--- config.mk ---
export PLATFORM = sky130hd
export DESIGN_NAME = pe_row_conv_ctrl
export DESIGN_NICKNAME = d
export VERILOG_FILES = /design/src/rtl/pe_row_conv_ctrl.sv
export SDC_FILE = /design/constraint.sdc
export NUM_CORES = 1
export LEC_CHECK = 0
export ABC_AREA = 1
export CORE_ASPECT_RATIO = 0.75
export CORE_UTILIZATION = 35
export DETAILED_ROUTE_END_ITERATION = 6
export PLACE_DENSITY_LB_ADDON = 0.1
export SLEW_MARGIN = 20
export SYNTH_ARGS = -nofsm -noshare
export SYNTH_HDL_FRONTEND = slang
export SYNTH_HIERARCHICAL = 1
export SYNTH_SLANG_ARGS = --single-unit
--- constraint.sdc ---
create_clock -name i_clk -period 10.6 [get_ports i_clk]
set_input_delay 2.12 -clock i_clk [delete_from_list [all_inputs] [get_ports i_clk]]
set_output_delay 2.12 -clock i_clk [all_outputs]
set_load 0.02 [all_outputs]
--- src/rtl/pe_row_conv_ctrl.sv ---
// -----------------------------------------------------------------------------
// pe_row_conv_ctrl
//   Processing-element controller for a 1-D row convolution. It loads one
//   filter row (S weights) and one ifmap row (W activations) into local
//   scratchpads. For each of the W-S+1 output pixels it accepts an incoming
//   partial sum, runs S signed 8x8 MACs into a 24-bit accumulator (one per
//   cycle), and emits the updated partial sum downstream.
//
// Ports
//   i_clk, i_rst_n                 clock, synchronous active-low reset
//   i_cfg_valid/i_cfg_s/i_cfg_w    job start (accepted only when idle)
//   o_cfg_err                      one-cycle pulse on a rejected cfg
//   o_busy                         high whenever a job is in progress
//   i_filt_*  / o_filt_ready       filter weight load handshake
//   i_ifmap_* / o_ifmap_ready      activation load handshake
//   i_ipsum_* / o_ipsum_ready      incoming partial sum handshake
//   o_opsum_* / i_opsum_ready      updated partial sum handshake
// -----------------------------------------------------------------------------

// Combinational MAC: o_psum = i_psum + i_ifmap * i_filt (mod 2^24).
module pe_mac (
  input  logic signed [7:0]  i_ifmap,
  input  logic signed [7:0]  i_filt,
  input  logic        [23:0] i_psum,
  output logic        [23:0] o_psum
);
  logic signed [15:0] w_a;
  logic signed [15:0] w_b;
  logic signed [15:0] w_prod;

  // Widen before multiplying so -128*-128 = +16384 is exact in 16 bits.
  assign w_a    = $signed({{8{i_ifmap[7]}}, i_ifmap});
  assign w_b    = $signed({{8{i_filt[7]}}, i_filt});
  assign w_prod = w_a * w_b;
  assign o_psum = i_psum + {{8{w_prod[15]}}, w_prod};
endmodule

module pe_row_conv_ctrl #(
  parameter int FILT_DEPTH  = 8,
  parameter int IFMAP_DEPTH = 16
) (
  input  logic        i_clk,
  input  logic        i_rst_n,
  input  logic        i_cfg_valid,
  input  logic [3:0]  i_cfg_s,
  input  logic [4:0]  i_cfg_w,
  output logic        o_cfg_err,
  output logic        o_busy,
  input  logic [7:0]  i_filt_data,
  input  logic        i_filt_valid,
  output logic        o_filt_ready,
  input  logic [7:0]  i_ifmap_data,
  input  logic        i_ifmap_valid,
  output logic        o_ifmap_ready,
  input  logic [23:0] i_ipsum_data,
  input  logic        i_ipsum_valid,
  output logic        o_ipsum_ready,
  output logic [23:0] o_opsum_data,
  output logic        o_opsum_valid,
  input  logic        i_opsum_ready
);
  localparam int FA = (FILT_DEPTH  > 1) ? $clog2(FILT_DEPTH)  : 1;
  localparam int IA = (IFMAP_DEPTH > 1) ? $clog2(IFMAP_DEPTH) : 1;
  localparam logic [3:0] S_MAX = 4'(FILT_DEPTH);
  localparam logic [4:0] W_MAX = 5'(IFMAP_DEPTH);

  typedef enum logic [2:0] {
    ST_IDLE       = 3'd0,
    ST_LOAD_FILT  = 3'd1,
    ST_LOAD_IFMAP = 3'd2,
    ST_WAIT_PSUM  = 3'd3,
    ST_COMPUTE    = 3'd4,
    ST_OUTPUT     = 3'd5
  } state_t;

  state_t      r_state;
  logic [3:0]  r_s;
  logic [4:0]  r_w;
  logic [3:0]  r_k;
  logic [4:0]  r_i;
  logic [4:0]  r_j;
  logic [23:0] r_acc;
  logic        r_cfg_err;
  logic        r_busy;
  logic        r_filt_ready;
  logic        r_ifmap_ready;
  logic        r_ipsum_ready;
  logic        r_opsum_valid;
  logic [23:0] r_opsum_data;

  logic signed [7:0] r_filt_spad  [FILT_DEPTH];
  logic signed [7:0] r_ifmap_spad [IFMAP_DEPTH];

  logic          w_cfg_legal;
  logic          w_filt_xfer;
  logic          w_ifmap_xfer;
  logic          w_ipsum_xfer;
  logic          w_opsum_xfer;
  logic [4:0]    w_if_sum;
  logic [FA-1:0] w_k_idx;
  logic [IA-1:0] w_i_idx;
  logic [IA-1:0] w_if_idx;
  logic [23:0]   w_mac;

  assign w_cfg_legal  = (i_cfg_s != 4'd0) && (i_cfg_s <= S_MAX) &&
                        ({1'b0, i_cfg_s} <= i_cfg_w) && (i_cfg_w <= W_MAX);
  // Readies are registered copies of the state decode, so no valid->ready path.
  assign w_filt_xfer  = r_filt_ready  & i_filt_valid;
  assign w_ifmap_xfer = r_ifmap_ready & i_ifmap_valid;
  assign w_ipsum_xfer = r_ipsum_ready & i_ipsum_valid;
  assign w_opsum_xfer = r_opsum_valid & i_opsum_ready;

  // r_k doubles as the filter load index and the MAC tap index.
  assign w_if_sum = r_j + {1'b0, r_k};
  assign w_k_idx  = r_k[FA-1:0];
  assign w_i_idx  = r_i[IA-1:0];
  assign w_if_idx = w_if_sum[IA-1:0];

  pe_mac u_mac (
    .i_ifmap (r_ifmap_spad[w_if_idx]),
    .i_filt  (r_filt_spad[w_k_idx]),
    .i_psum  (r_acc),
    .o_psum  (w_mac)
  );

  // Scratchpad writes; contents survive reset on purpose.
  always_ff @(posedge i_clk) begin
    if (i_rst_n && w_filt_xfer) begin
      r_filt_spad[w_k_idx] <= i_filt_data;
    end
    if (i_rst_n && w_ifmap_xfer) begin
      r_ifmap_spad[w_i_idx] <= i_ifmap_data;
    end
  end

  // Control FSM with all outputs registered alongside the state.
  always_ff @(posedge i_clk) begin
    if (!i_rst_n) begin
      r_state       <= ST_IDLE;
      r_s           <= 4'd0;
      r_w           <= 5'd0;
      r_k           <= 4'd0;
      r_i           <= 5'd0;
      r_j           <= 5'd0;
      r_acc         <= 24'd0;
      r_cfg_err     <= 1'b0;
      r_busy        <= 1'b0;
      r_filt_ready  <= 1'b0;
      r_ifmap_ready <= 1'b0;
      r_ipsum_ready <= 1'b0;
      r_opsum_valid <= 1'b0;
      r_opsum_data  <= 24'd0;
    end else begin
      r_cfg_err <= 1'b0;
      case (r_state)
        ST_IDLE: begin
          if (i_cfg_valid) begin
            if (w_cfg_legal) begin
              r_s          <= i_cfg_s;
              r_w          <= i_cfg_w;
              r_k          <= 4'd0;
              r_busy       <= 1'b1;
              r_filt_ready <= 1'b1;
              r_state      <= ST_LOAD_FILT;
            end else begin
              r_cfg_err <= 1'b1;
            end
          end
        end
        ST_LOAD_FILT: begin
          if (w_filt_xfer) begin
            if (r_k == r_s - 4'd1) begin
              r_k           <= 4'd0;
              r_i           <= 5'd0;
              r_filt_ready  <= 1'b0;
              r_ifmap_ready <= 1'b1;
              r_state       <= ST_LOAD_IFMAP;
            end else begin
              r_k <= r_k + 4'd1;
            end
          end
        end
        ST_LOAD_IFMAP: begin
          if (w_ifmap_xfer) begin
            if (r_i == r_w - 5'd1) begin
              r_j           <= 5'd0;
              r_ifmap_ready <= 1'b0;
              r_ipsum_ready <= 1'b1;
              r_state       <= ST_WAIT_PSUM;
            end else begin
              r_i <= r_i + 5'd1;
            end
          end
        end
        ST_WAIT_PSUM: begin
          if (w_ipsum_xfer) begin
            r_acc         <= i_ipsum_data;
            r_k           <= 4'd0;
            r_ipsum_ready <= 1'b0;
            r_state       <= ST_COMPUTE;
          end
        end
        ST_COMPUTE: begin
          r_acc <= w_mac;
          r_k   <= r_k + 4'd1;
          // Last tap: publish the MAC result directly so opsum_data == acc.
          if (r_k == r_s - 4'd1) begin
            r_opsum_valid <= 1'b1;
            r_opsum_data  <= w_mac;
            r_state       <= ST_OUTPUT;
          end
        end
        ST_OUTPUT: begin
          if (w_opsum_xfer) begin
            r_opsum_valid <= 1'b0;
            if (r_j == r_w - {1'b0, r_s}) begin
              r_busy  <= 1'b0;
              r_state <= ST_IDLE;
            end else begin
              r_j           <= r_j + 5'd1;
              r_ipsum_ready <= 1'b1;
              r_state       <= ST_WAIT_PSUM;
            end
          end
        end
        default: begin
          r_state       <= ST_IDLE;
          r_busy        <= 1'b0;
          r_filt_ready  <= 1'b0;
          r_ifmap_ready <= 1'b0;
          r_ipsum_ready <= 1'b0;
          r_opsum_valid <= 1'b0;
        end
      endcase
    end
  end

  assign o_cfg_err     = r_cfg_err;
  assign o_busy        = r_busy;
  assign o_filt_ready  = r_filt_ready;
  assign o_ifmap_ready = r_ifmap_ready;
  assign o_ipsum_ready = r_ipsum_ready;
  assign o_opsum_valid = r_opsum_valid;
  assign o_opsum_data  = r_opsum_data;
endmodule

Yosys cells after proc, flatten, opt, wreduce, memory -nomap -nowiden --
Memory sizes are Yosys's and may differ from the RTL's. A register that Yosys moved wholly into a read port is not among the register bits. Cells that the tools add are included.
Word-level totals: input bits 56, output and inout port bits 30, bits in registers 80, memories kept 2, memory bits (writable) 192
Cells by class: reduce and logical (&&, ||, !) cells 29, multiply operators 1, add/sub/neg operators 8, magnitude comparators 3, mux-type cells 57, eq/ne operators 20, bitwise logic cells 9
Memory list:
- r_ifmap_spad | depth 16, bits a word 8, rd ports 1, clocked after Yosys merged registers in 0, wr ports 1, RTL line 92 | logic signed [7:0] r_ifmap_spad [IFMAP_DEPTH];
- r_filt_spad | depth 8, bits a word 8, rd ports 1, clocked after Yosys merged registers in 1, wr ports 1, RTL line 91 | logic signed [7:0] r_filt_spad [FILT_DEPTH];
Operator list (count):
- one-hot mux 24 bit (2 select lines) | 1
- two-way mux 5 bit | 8
- two-way mux 3 bit | 11
- AND reduction 5 bit | 6
- adder 24 bit | 1
- two-way mux 24 bit | 1
- inequality test 2 bit, second input constant | 12
- two-way mux 1 bit | 21
- two-way mux 4 bit | 5
- one-hot mux 5 bit (2 select lines) | 2
- one-hot mux 3 bit (6 select lines) | 1
- multiplier 8 x 8 -> 16 bit | 1
- one-hot mux 4 bit (4 select lines) | 1
- OR reduction 4 bit | 4
- one-hot mux 1 bit (3 select lines) | 4
- adder 5 x 1 -> 5 bit, second input constant | 2
- equality test 5 bit | 2
- AND reduction 3 bit | 3
- AND reduction 9 bit | 1
- nonzero test 4 bit | 2
- equality test 3 x 2 -> 1 bit, second input constant | 2
- equality test 3 bit, second input constant | 2
- AND reduction 6 bit | 1
- nonzero test 2 bit | 3
- 18 further kinds | 30

Depth between registers and ports, before layout --
word-level depth 9, gate-level depth with buffers 44

Cells and area by module --
The synthesis kept the hierarchy.
Modules (own cells, without submodules):
- pe_row_conv_ctrl | times used 1, area each 12070.3 um2, cells an instance 1242
- pe_mac | times used 1, area each 4169.0 um2, cells an instance 645

Worst setup path after synthesis --
No wires, ideal clock.
path type register to register, start point register r_k[1], end point register r_opsum_data[17], in the netlist o_opsum_data[17], setup slack 3.230 ns, arrival 7.251 ns, data required time 10.481 ns, stages on the path, launching flop included 39, cells stage by stage dfxtp_1 buf_2 inv_1 fa_1 clkbuf_1 clkbuf_1 o32ai_1 mux2_2 nand2_1 o21ai_0 clkbuf_1 or2_2 fa_1 fa_1 inv_1 fa_1 inv_1 fa_1 (+3 left out) o21bai_1 nand2_1 nand2_1 a21oi_1 nor2_1 nor2_1 xor2_1 inv_1 ha_1 a21oi_1 o21ai_0 a21oi_1 nand2_2 nand2_1 nand2_1 xor2_1 o21ai_0 a21oi_1
On the way: cells in the longest elaborated chain, start to end 4
Ends and longest elaborated chain:
- start, declared | RTL line 79 | logic [3:0] r_k;
- start signal, assigned | RTL line 179 | r_k <= r_k + 4'd1;
- start signal, assigned | RTL line 205 | r_k <= r_k + 4'd1;
- adder 4 bit | RTL line 114 | assign w_if_sum = r_j + {1'b0, r_k};
- memory (16 x 8 bit)
- multiplier 8 x 8 -> 16 bit | RTL line 34 | assign w_prod = w_a * w_b;
- adder 24 bit | RTL line 35 | assign o_psum = i_psum + {{8{w_prod[15]}}, w_prod};
- net w_mac[17] | RTL line 103 | logic [23:0] w_mac;
- end signal, assigned | RTL line 209 | r_opsum_data <= w_mac;
- end, declared | RTL line 89 | logic [23:0] r_opsum_data;
The timed path passes the listed nets, and every way through them passes these cells. A chain may end at the register's enable or synchronous reset.

Worst setup path in the final report --
start point register r_k[1], end point register r_opsum_data[19], in the netlist o_opsum_data[19]
Same word-level chain as after synthesis.

==> flow_summary.toml <==
[placement]
port-buffer-count = 85
dpl.hpwl_um = 31210
gp_congestion = 0.9059

[floorplan]
core_sq_um = 45180
die_x_um = 250.7
start_util_pct = 35.94
pin_count = 86
rows = 67
die_area_sq_um = 47270
die_height_um = 188.5

[sta]
setup_viol = 0
hold_viol_final = 0
worst_pin_slew_ps = 1149
min_period_over_period_pct = 86.89
fmax_mhz = 108.6
drv_slew = 0
slew_headroom_pct = 22.57
fin_skew_ps = 21.81
fin_tns_setup_ps = 0
rsz0062_at_grt = "false"
fin_crit_ps = 9210

[route]
routed_wl_um = 42980
drc = 0
drtPass1Iterations = 5
vias_per_cell = 4.917
via_count = 12569
post_drt_wl_per_cell_um = 16.82
drtAntennaViolNets = 0
initialDrtViolationCount = 941

[setup_path]
crit_required_ps = 11100
crit_buf_inv = 9
end_kind = "flop"
max_stage_delay_ps = 1120
cpLargestDelayFamily = "adder cells"
crit_path_start_kind = "flop"
crit_fanout = 43
crit_path_frequent_cell = "inv_1"
cp_slowest_cell = "fa_2"
crit_arrival_ps = 9710
crit_type = "reg -> reg"

[cells_and_area]
multi_input_area_sq_um = 7486
area_delta_synth_final_pct = 15.01
diodes = 0
num-fill-cells = 4507
ff_latch_area_sq_um = 7427
nets = 2133
final_common_cell = "nand2_1"
final_cell_mix = "nand2_1, inv_1, nor2_1, edfxtp_1, o21ai_0"
drive_gt1_share_pct = 6.091

[logic_synthesis]
synthCells = 1887
ys_seq_area_share_pct = 45.74
synth-main-ff-cell = "edfxtp_1"
synth_top_area_share_pct = 35.50
async_flop_share_pct = 0
synth-seq-cells = 275
avgSynthCellArea_sq_um = 8.606
synth_edf_count = 192
yosysWarnings = 6
netlist_area_sq_um = 16240
yosysUniqueCellTypes = 46
synth_area_leaders = "edfxtp_1, dfxtp_1, nand2_1"
yosys.area.top_type = "edfxtp_1"
synthesis.nets = 2074

[cts]
hold_buffers = 0
cts_buffer_depth = 3
cts_root_buf = "clkbuf_16"
post_cts_buffers = 0
cts_made_buffers = 30
cts.sinks = 275
cts_tree = "done"
htree_levels = 1
clock_latency_ps = 580
path_clk_slew_ps = 60
cts_resized = 0

[grt]
grt_pass1_vias = 12299
grt_pass1_wl_um = 69510
track_usage_pct = 18.61
overflow = 0
grt_max_degree = 59
antenna_found_initial = 0

[flow_run]
maxCapViolCount = 0

[min_path]
hp-class = "reg -> reg"

[status]
status = "complete, no violations"
## cells in the mapped netlist (all sizes together), types with 13 or more instances
cell and n:
nand2 377, o21ai 154, buf 13, a31oi 36, nand3 67, clkbuf 65
nand4 15, fa 58, inv 282, xor2 28, o32ai 32, a21oi 88
edfxtp 192, ha 73, nor2 257, dfxtp 83
## kinds of logic after synthesis
logic type / share of synthesized area (%)
AND/OR/NAND/NOR: 18.75
adder cells (fa/ha/maj): 12.77
AO/OA/AOI/OAI: 11.60
buffers and inverters: 8.429
flip-flops: 45.74
XOR/XNOR: 2.157
multiplexers: 0.5548
## worst min-delay path: cells and delay by family (launching register included)
family,cells,cell delay [ps]
DFF,1,300
buffers and inverters,1,50
AOI/OAI and AO/OA,1,50
## final timing paths
path / start / end / slack (ps) / cells after the start
max: r_k[1]$_SDFFE_PN0P_ / o_opsum_data[19]$_SDFFE_PN0P_ / 1390 / 33
min: o_opsum_data[4]$_SDFFE_PN0P_ / o_opsum_data[4]$_SDFFE_PN0P_ / 450 / 2
max reg2reg: r_k[1]$_SDFFE_PN0P_ / o_opsum_data[19]$_SDFFE_PN0P_ / 1390 / 33
min reg2reg: o_opsum_data[4]$_SDFFE_PN0P_ / o_opsum_data[4]$_SDFFE_PN0P_ / 450 / 2
## cell type report
class	instances	area share, %
well taps	586	3.926
clock inverters	21	0.9915
repair buffers	105	5.333
clock buffers	35	4.234
inverters	282	5.668
multi-input cells	1252	40.08
flip-flops and latches	275	39.77
## registers in the layout, indices dropped and copies added (netlist names), 3 cells and up, named ones only
signal,flops
r_i,5
r_j,5
o_opsum_data,24
r_s,4
r_acc,24
r_state,3
r_k,4
r_w,5
r_filt_spad,64
r_ifmap_spad,128
## through the flow
stage               instances  setup slack (ps)  instance area, sq um  util [%]  hold slack [ps]
floorplan                1887              3230                 16240         -            454.1
global placement         2500              1325                 17690     39.14            437.5
detailed placement       2500              1413                 17690     39.16            439.6
CTS                      2556              1343                 18670     41.32            448.1
global route             2556             446.3                 18680     41.33            462.2
finish                   2556              1390                 18680     41.33            445.3
## metal layers
metal / routed length, um / track usage [%]
met5: 0 / 0
met4: 782 / 3.964
met3: 2092 / 2.832
met2: 17340 / 26.55
met1: 22770 / 29.25
Power is left out: the tool's default activity adds up to more than one toggle a clock period on the data nets, which glitch-free logic cannot reach.
